`src/rtl/regfile_wr_arbiter.sv`:
```
// Write-port arbiter for the register file: two one-entry holding registers
// (pipeline writeback A with swap support, multi-cycle unit B) feeding a registered write port.
module regfile_wr_arbiter #(
    parameter int ADDR_W  = 4,
    parameter int DATA_W  = 16,
    parameter int FAIR_RR = 1
) (
    input  logic              clk,
    input  logic              rst,
    input  logic              a_valid,
    output logic              a_ready,
    input  logic              a_swap,
    input  logic [ADDR_W-1:0] a_reg1,
    input  logic [ADDR_W-1:0] a_reg2,
    input  logic [DATA_W-1:0] a_data1,
    input  logic [DATA_W-1:0] a_data2,
    input  logic              b_valid,
    output logic              b_ready,
    input  logic [ADDR_W-1:0] b_reg,
    input  logic [DATA_W-1:0] b_data,
    output logic              RegWrt,
    output logic              RegSwp,
    output logic [ADDR_W-1:0] wrtRegOp1,
    output logic [ADDR_W-1:0] swpRegOp1,
    output logic [ADDR_W-1:0] swpRegOp2,
    output logic [DATA_W-1:0] wrtDataOp1,
    output logic [DATA_W-1:0] wrtDataOp2,
    output logic [1:0]        pending
);

    logic              haFull;
    logic              haSwap;
    logic [ADDR_W-1:0] haReg1;
    logic [ADDR_W-1:0] haReg2;
    logic [DATA_W-1:0] haData1;
    logic [DATA_W-1:0] haData2;

    logic              hbFull;
    logic [ADDR_W-1:0] hbReg;
    logic [DATA_W-1:0] hbData;

    logic lastGrantB;
    logic ageA;
    logic grantA;
    logic grantB;
    logic destConflict;
    logic aLoad;
    logic bLoad;

    // Grant looks only at holding state so ready never depends on valid.
    always_comb begin
        grantA       = 1'b0;
        grantB       = 1'b0;
        destConflict = (hbReg == haReg1) || (haSwap && (hbReg == haReg2));
        if (haFull && hbFull) begin
            if (destConflict) begin
                if (ageA) grantA = 1'b1;
                else      grantB = 1'b1;
            end else if ((FAIR_RR != 0) && !lastGrantB) begin
                grantB = 1'b1;
            end else begin
                grantA = 1'b1;
            end
        end else if (haFull) begin
            grantA = 1'b1;
        end else if (hbFull) begin
            grantB = 1'b1;
        end
    end

    assign a_ready = !haFull || grantA;
    assign b_ready = !hbFull || grantB;
    assign aLoad   = a_valid && a_ready;
    assign bLoad   = b_valid && b_ready;
    assign pending = {hbFull, haFull};

    always_ff @(posedge clk or negedge rst) begin
        if (!rst) begin
            haFull  <= 1'b0;
            haSwap  <= 1'b0;
            haReg1  <= '0;
            haReg2  <= '0;
            haData1 <= '0;
            haData2 <= '0;
        end else if (aLoad) begin
            haFull  <= 1'b1;
            haSwap  <= a_swap;
            haReg1  <= a_reg1;
            haReg2  <= a_reg2;
            haData1 <= a_data1;
            haData2 <= a_data2;
        end else if (grantA) begin
            haFull <= 1'b0;
        end
    end

    always_ff @(posedge clk or negedge rst) begin
        if (!rst) begin
            hbFull <= 1'b0;
            hbReg  <= '0;
            hbData <= '0;
        end else if (bLoad) begin
            hbFull <= 1'b1;
            hbReg  <= b_reg;
            hbData <= b_data;
        end else if (grantB) begin
            hbFull <= 1'b0;
        end
    end

    // ageA=1 means HA holds the older entry; a lone load makes the other side older.
    always_ff @(posedge clk or negedge rst) begin
        if (!rst) begin
            ageA       <= 1'b0;
            lastGrantB <= 1'b1;
        end else begin
            if (aLoad && bLoad) ageA <= 1'b1;
            else if (aLoad)     ageA <= 1'b0;
            else if (bLoad)     ageA <= 1'b1;

            if (grantA)      lastGrantB <= 1'b0;
            else if (grantB) lastGrantB <= 1'b1;
        end
    end

    always_ff @(posedge clk or negedge rst) begin
        if (!rst) begin
            RegWrt     <= 1'b0;
            RegSwp     <= 1'b0;
            wrtRegOp1  <= '0;
            swpRegOp1  <= '0;
            swpRegOp2  <= '0;
            wrtDataOp1 <= '0;
            wrtDataOp2 <= '0;
        end else begin
            RegWrt     <= grantA || grantB;
            RegSwp     <= 1'b0;
            wrtRegOp1  <= '0;
            swpRegOp1  <= '0;
            swpRegOp2  <= '0;
            wrtDataOp1 <= '0;
            wrtDataOp2 <= '0;
            if (grantA) begin
                if (haSwap && (haReg1 != haReg2)) begin
                    RegSwp     <= 1'b1;
                    swpRegOp1  <= haReg1;
                    swpRegOp2  <= haReg2;
                    wrtDataOp1 <= haData1;
                    wrtDataOp2 <= haData2;
                end else if (haSwap) begin
                    // Swapping a register with itself degenerates to writing data2.
                    wrtRegOp1  <= haReg1;
                    wrtDataOp1 <= haData2;
                end else begin
                    wrtRegOp1  <= haReg1;
                    wrtDataOp1 <= haData1;
                end
            end else if (grantB) begin
                wrtRegOp1  <= hbReg;
                wrtDataOp1 <= hbData;
            end
        end
    end

endmodule

```
`config.mk`:
```
export PLATFORM = sky130hd
export DESIGN_NAME = regfile_wr_arbiter
export DESIGN_NICKNAME = d
export VERILOG_FILES = /design/src/rtl/regfile_wr_arbiter.sv
export SDC_FILE = /design/constraint.sdc
export NUM_CORES = 1
export LEC_CHECK = 0
export CAP_MARGIN = 20
export CORE_ASPECT_RATIO = 0.75
export CORE_UTILIZATION = 49
export CTS_CLUSTER_DIAMETER = 40
export DETAILED_ROUTE_END_ITERATION = 8
export PLACE_DENSITY = 0.82
export SYNTH_ARGS = -nofsm -noshare
export SYNTH_HDL_FRONTEND = slang
export SYNTH_SLANG_ARGS = --single-unit
```
`constraint.sdc`:
```
create_clock -name clk -period 2.5 [get_ports clk]
set_clock_uncertainty 0.2 [all_clocks]
set_input_delay 0.25 -clock clk [delete_from_list [all_inputs] [get_ports clk]]
set_output_delay 0.25 -clock clk [all_outputs]
set_load 0.02 [all_outputs]
```
Word level (Yosys, flattened, before mapping):

Index checks and enable logic that the tools add are counted.

* latch bits: 0
* memories: 0
* input bits: 65
* output and inout bits: 50
* RAM bits: 0
* bits in read-only memories: 0
* flip-flop bits (word level): 111

* div/mod/pow operators: 0
* shift-type cells: 0
* equal/unequal tests: 3
* bitwise gates (word level): 0
* mux-type cells: 35
* $mul: 0
* add/subtract/negate cells: 0
* reduce and logical (&&, ||, !) cells: 16
* $lt $le $gt $ge: 0

Operators by type and width (count)
* $mux W16: 6
* $mux W4: 7
* $mux W1: 22
* $eq A4 B4 Y1: 2
* $logic_and A1 B1 Y1: 6
* $reduce_bool A2 Y1: 3
* $logic_or A1 B1 Y1: 4
* $ne A4 B4 Y1: 1
* $reduce_bool A3 Y1: 1
* $logic_not A1 Y1: 2

Logic depth before layout (Yosys ltp):

* depth in word-level cells: 10
* mapped depth: 6

Worst setup path after synthesis:

OpenSTA, ideal clock, no wires.

* path type: register -> register
* from: register haReg2[2]
* to: register hbData[0]
* required time: 2.175 ns
* data arrival time: 1.868 ns
* clock period less this slack: 2.193 ns
* path slack: 0.307 ns
* cell stages (with the launch flop): 7
* buffers on the path: 1
* path through: dfrtp_1 > xnor2_1 > nand3_2 > o2111a_1 > a311oi_2 > buf_6 > mux2_2

* longest elaborated chain between the ends: 7

RTL lines
* start, declared: RTL line 34 `logic [ADDR_W-1:0] haReg2;`
* start signal, assigned: RTL line 89 `haReg2 <= a_reg2;`
* $eq A4 B4 Y1: RTL line 54 `destConflict = (hbReg == haReg1) || (haSwap && (hbReg == haReg2));`
* $logic_and A1 B1 Y1: RTL line 54
* $logic_or A1 B1 Y1: RTL line 54
* $mux W1: RTL line 56 `if (destConflict) begin`
* $mux W1: RTL line 55 `if (haFull && hbFull) begin`
* $logic_or A1 B1 Y1: RTL line 72 `assign b_ready = !hbFull || grantB;`
* $logic_and A1 B1 Y1: RTL line 74 `assign bLoad = b_valid && b_ready;`
* end signal, assigned: RTL line 105 `hbData <= b_data;`
* end, declared: RTL line 40 `logic [DATA_W-1:0] hbData;`

Every way passes these cells.
A chain may end at the register's enable or synchronous reset.

Worst setup path after layout:

* from: register haReg2[0]
* to: register hbData[3]

The elaborated chain is that of the path after synthesis.

==> summary.log <==
[die] die area 0.00985 mm^2
[pwr] largest voltage drop on the vdd net 0.000556 V
[final_layout] Storage cell area 0.00279 mm^2
[clocking] CTS tree done
[final_layout] final core occ 71.2%
[logic_synthesis] simple-gate share of the synthesized area 6.78%
[routing] Met1 Wirelength 4960 um
[placement] Detailed Place HPWL 7020 um
[final_layout] most common library cell in the layout ignoring fill and taps sky130_fd_sc_hd__clkdlybuf4s50_1
[clocking] maximum number of buffers from clock root to sink 2
[die] die boundary height 86.2 um
[logic_synthesis] top-area cell type share of the netlist area 59.4%
[clocking] total clock buffers created by CTS 9
[sta] slew at the pin closest to its max-slew limit 542 ps
[clocking] clock insertion delay at the later pin of the skew report 340 ps
[logic_synthesis] Syn. warnings 0
[routing] average wire per cell in the routed design 18.8 um
[worst_setup_path] critical path launch point type flop
[placement] # port buffers 114
[sta] final worst slack 15.9 ps
[die] number of core rows 30
[clocking] H-tree lvl count 3
[worst_setup_path] CP required 2530 ps
[pwr] Power per Cell Area 1210 mW/mm^2
[logic_synthesis] post-synthesis instance area 0.00463 mm^2
[logic_synthesis] number of nets in the synthesized netlist 370
[die] IO Count 115
[final_layout] P&R area growth vs syn 40.2%
[worst_setup_path] CP Data Arrival Time 2510 ps
[sta] headroom to the max-slew limit 63.5%
[sta] final max-slew violation count 0
[sta] final number of hold-violating endpoints 0
[pwr] PnR Total Power 7.87 mW
[clocking] TritonCTS Sinks 111
[logic_synthesis] post-synthesis async set-or-reset flop share 100%
[pwr] Leakage Power 2.92 nW
[logic_synthesis] biggest area consumer among synthesized cells sky130_fd_sc_hd__dfrtp_1
[sta] Setup TNS Final 0 ps
[die] placeable core area 0.00912 mm^2
[final_layout] number of nets in the finished design 501
[global_route] vias in the first global route 3007
[routing] routed wire length on met2 4810 um
[sta] worst hold slack 196 ps
[clocking] Clk Tree Root Cell sky130_fd_sc_hd__clkbuf_16
[final_layout] count of filler cells inserted in the layout 601
[sta] Min Clock Period, post-route 2480 ps
[routing] DR DRC count 0
[routing] uppermost signal routing layer after detailed routing met4
[logic_synthesis] synth unique cells 39
[worst_setup_path] worst reg-to-reg setup slack 20 ps
[logic_synthesis] Synth Instances 305
[logic_synthesis] Post-synth EDFFs 0
[worst_hold_path] Hold/Removal Path Class input port to asynchronous set/reset pin
[logic_synthesis] number of synthesized register bits 111
[worst_setup_path] Max Fanout on Critical Path 10
[die] width of the die 114 um
[global_route] aggregate global routing overflow 0
[logic_synthesis] Post-Syn Area per Cell 15.2 um^2
[worst_setup_path] worst r2r src haReg2[0]
[sta] count of final setup violators 0
[placement] Placed Instance Area 0.00600 mm^2
[final_layout] most used cells in the layout excluding fill and tap cells 111 x sky130_fd_sc_hd__clkdlybuf4s50_1, 101 x sky130_fd_sc_hd__dfrtp_1, 40 x sky130_fd_sc_hd__mux2_4
[final_layout] filler-free cell count of the finished design 569
[logic_synthesis] share of the synthesized area in compound gates (AO/OA/AOI/OAI) 6.51%
[placement] Placed Cells 546
[routing] antenna-violating nets left 0
[sta] fin crit share 99.4%
[logic_synthesis] Post-Synth Adder-Cell Area 0%
[routing] vias after detailed routing 2914
[final_layout] Layout Cell Area excl Fill 0.00649 mm^2
[global_route] antenna violations before repair 1
[status] outcome finished clean
[worst_setup_path] CP endpoint kind flop
[clocking] CTS clk-pin slew, worst paths 70 ps
[logic_synthesis] top post-synthesis cells by area sky130_fd_sc_hd__dfrtp_1 59%, sky130_fd_sc_hd__mux2_4 13%, sky130_fd_sc_hd__o2bb2ai_1 3.8%
[routing] Post-Route WL 10700 um
[final_layout] fraction of final layout cells with drive strength greater than 1 27.0%
[worst_setup_path] start point of the critical path haReg2[0]
[logic_synthesis] main combinational cell family by area after synthesis multiplexers
[run] number of maximum-capacitance constraint violations 0
[global_route] pin count of the biggest net entering global routing 63
[routing] number of detailed-route iterations in the first pass 4
[worst_setup_path] depth of the worst register-to-register path 8
[logic_synthesis] Post-synth top flop sky130_fd_sc_hd__dfrtp_1
[global_route] first-pass GRT wire length 16400 um
[logic_synthesis] multiplexer area fraction after synthesis 21.7%
[sta] Max Clock Freq 403 MHz
[die] initial cell density of the core 50.8%
[placement] global placement routability congestion 0.913
[worst_setup_path] terminus of the critical flop-to-flop path hbData[3]
[logic_synthesis] sequential cell area fraction in the yosys report 60.0%
[global_route] global-route usage over all layers 22.6%
[worst_setup_path] classification of the worst setup path flop to flop
[final_layout] multi-input gate area in the final layout 0.00184 mm^2
[placement] Place WS -33.7 ps
[routing] Starting DRT DRC Count 216
[logic_synthesis] xor and xnor area share after synthesis 2.27%
[final_layout] antenna diode count 0
[routing] Vias per Instance 5.12
[routing] amount of wire on met3 after detailed routing 843 um
## logic make-up after synthesis
group           after synthesis
mux                          78
flops                       111
compound gates               36
xor+xnor                     12
buf+inv                      18
simple gates                 50
## worst max-delay path, stage by stage, from the launching register on
cell and delay, ps:
sky130_fd_sc_hd__dfrtp_2 450, sky130_fd_sc_hd__xnor2_2 220, sky130_fd_sc_hd__nand3_2 140, sky130_fd_sc_hd__buf_4 180
sky130_fd_sc_hd__o2111a_1 270, sky130_fd_sc_hd__a311oi_4 210, sky130_fd_sc_hd__buf_6 170, sky130_fd_sc_hd__clkbuf_16 170
sky130_fd_sc_hd__mux2_1 330
## power breakdown
part | leakage [nW] | internal [mW] | switching, mW | total, mW
registers | 1.34 | 2.51 | 0.500 | 3.01
logic | 1.43 | 1.84 | 1.55 | 3.39
clock network | 0.149 | 0.860 | 0.609 | 1.47
## per-layer routing
metal  GRT usage (%)  up-vias
li1                -     1338
met1            32.2     1458
met2            33.8      112
met3            8.32        6
met4            3.78        0
met5               0        -
## worst max path at each step
stage                     to
2_1_floorplan      hbData[0]
3_3_place_gp         b_ready
3_5_place_dp   wrtDataOp2[8]
4_1_cts              a_ready
5_1_grt              b_ready
6_report           hbData[3]
## state kept, by name, indices dropped and copies added, names as in the netlist, 4 cells and up
register / cells
haData1: 16
haData2: 16
hbData: 16
wrtDataOp1: 16
wrtDataOp2: 16
haReg1: 4
haReg2: 4
hbReg: 4
swpRegOp1: 4
swpRegOp2: 4
wrtRegOp1: 4
## Yosys cell counts (all sizes together), types with 3 or more instances
library cell and instances:
dfrtp 110, mux2 61, and2 24, o2bb2ai 20, mux2i 17, buf 13
nand2 9, xnor2 8, o21ai 5, nand2b 4, xor2 4, clkbuf 3
## final cells by class
| cell class | count | area share [%] |
|---|---|---|
| Timing Repair Buffer | 136 | 21.3 |
| Inverter | 2 | 0.116 |
| Clock buffer | 14 | 4.22 |
| Clock inverter | 2 | 0.578 |
| Multi-Input combinational cell | 176 | 28.3 |
| Tap cell | 128 | 2.47 |
| Sequential cell | 111 | 43.0 |
## timing repair
item | 4_1_cts | 5_1_grt
buffers inserted | 1 | 2
hold endpoints to repair | 25 | 0
cloned | 0 | 2
pin swaps | 9 | 7
endpoints found under the setup margin | 26 | 54
resized for setup | 5 | 23
hold buffers | 1 | 0
Note: power is estimated with default switching activity, not from simulation.
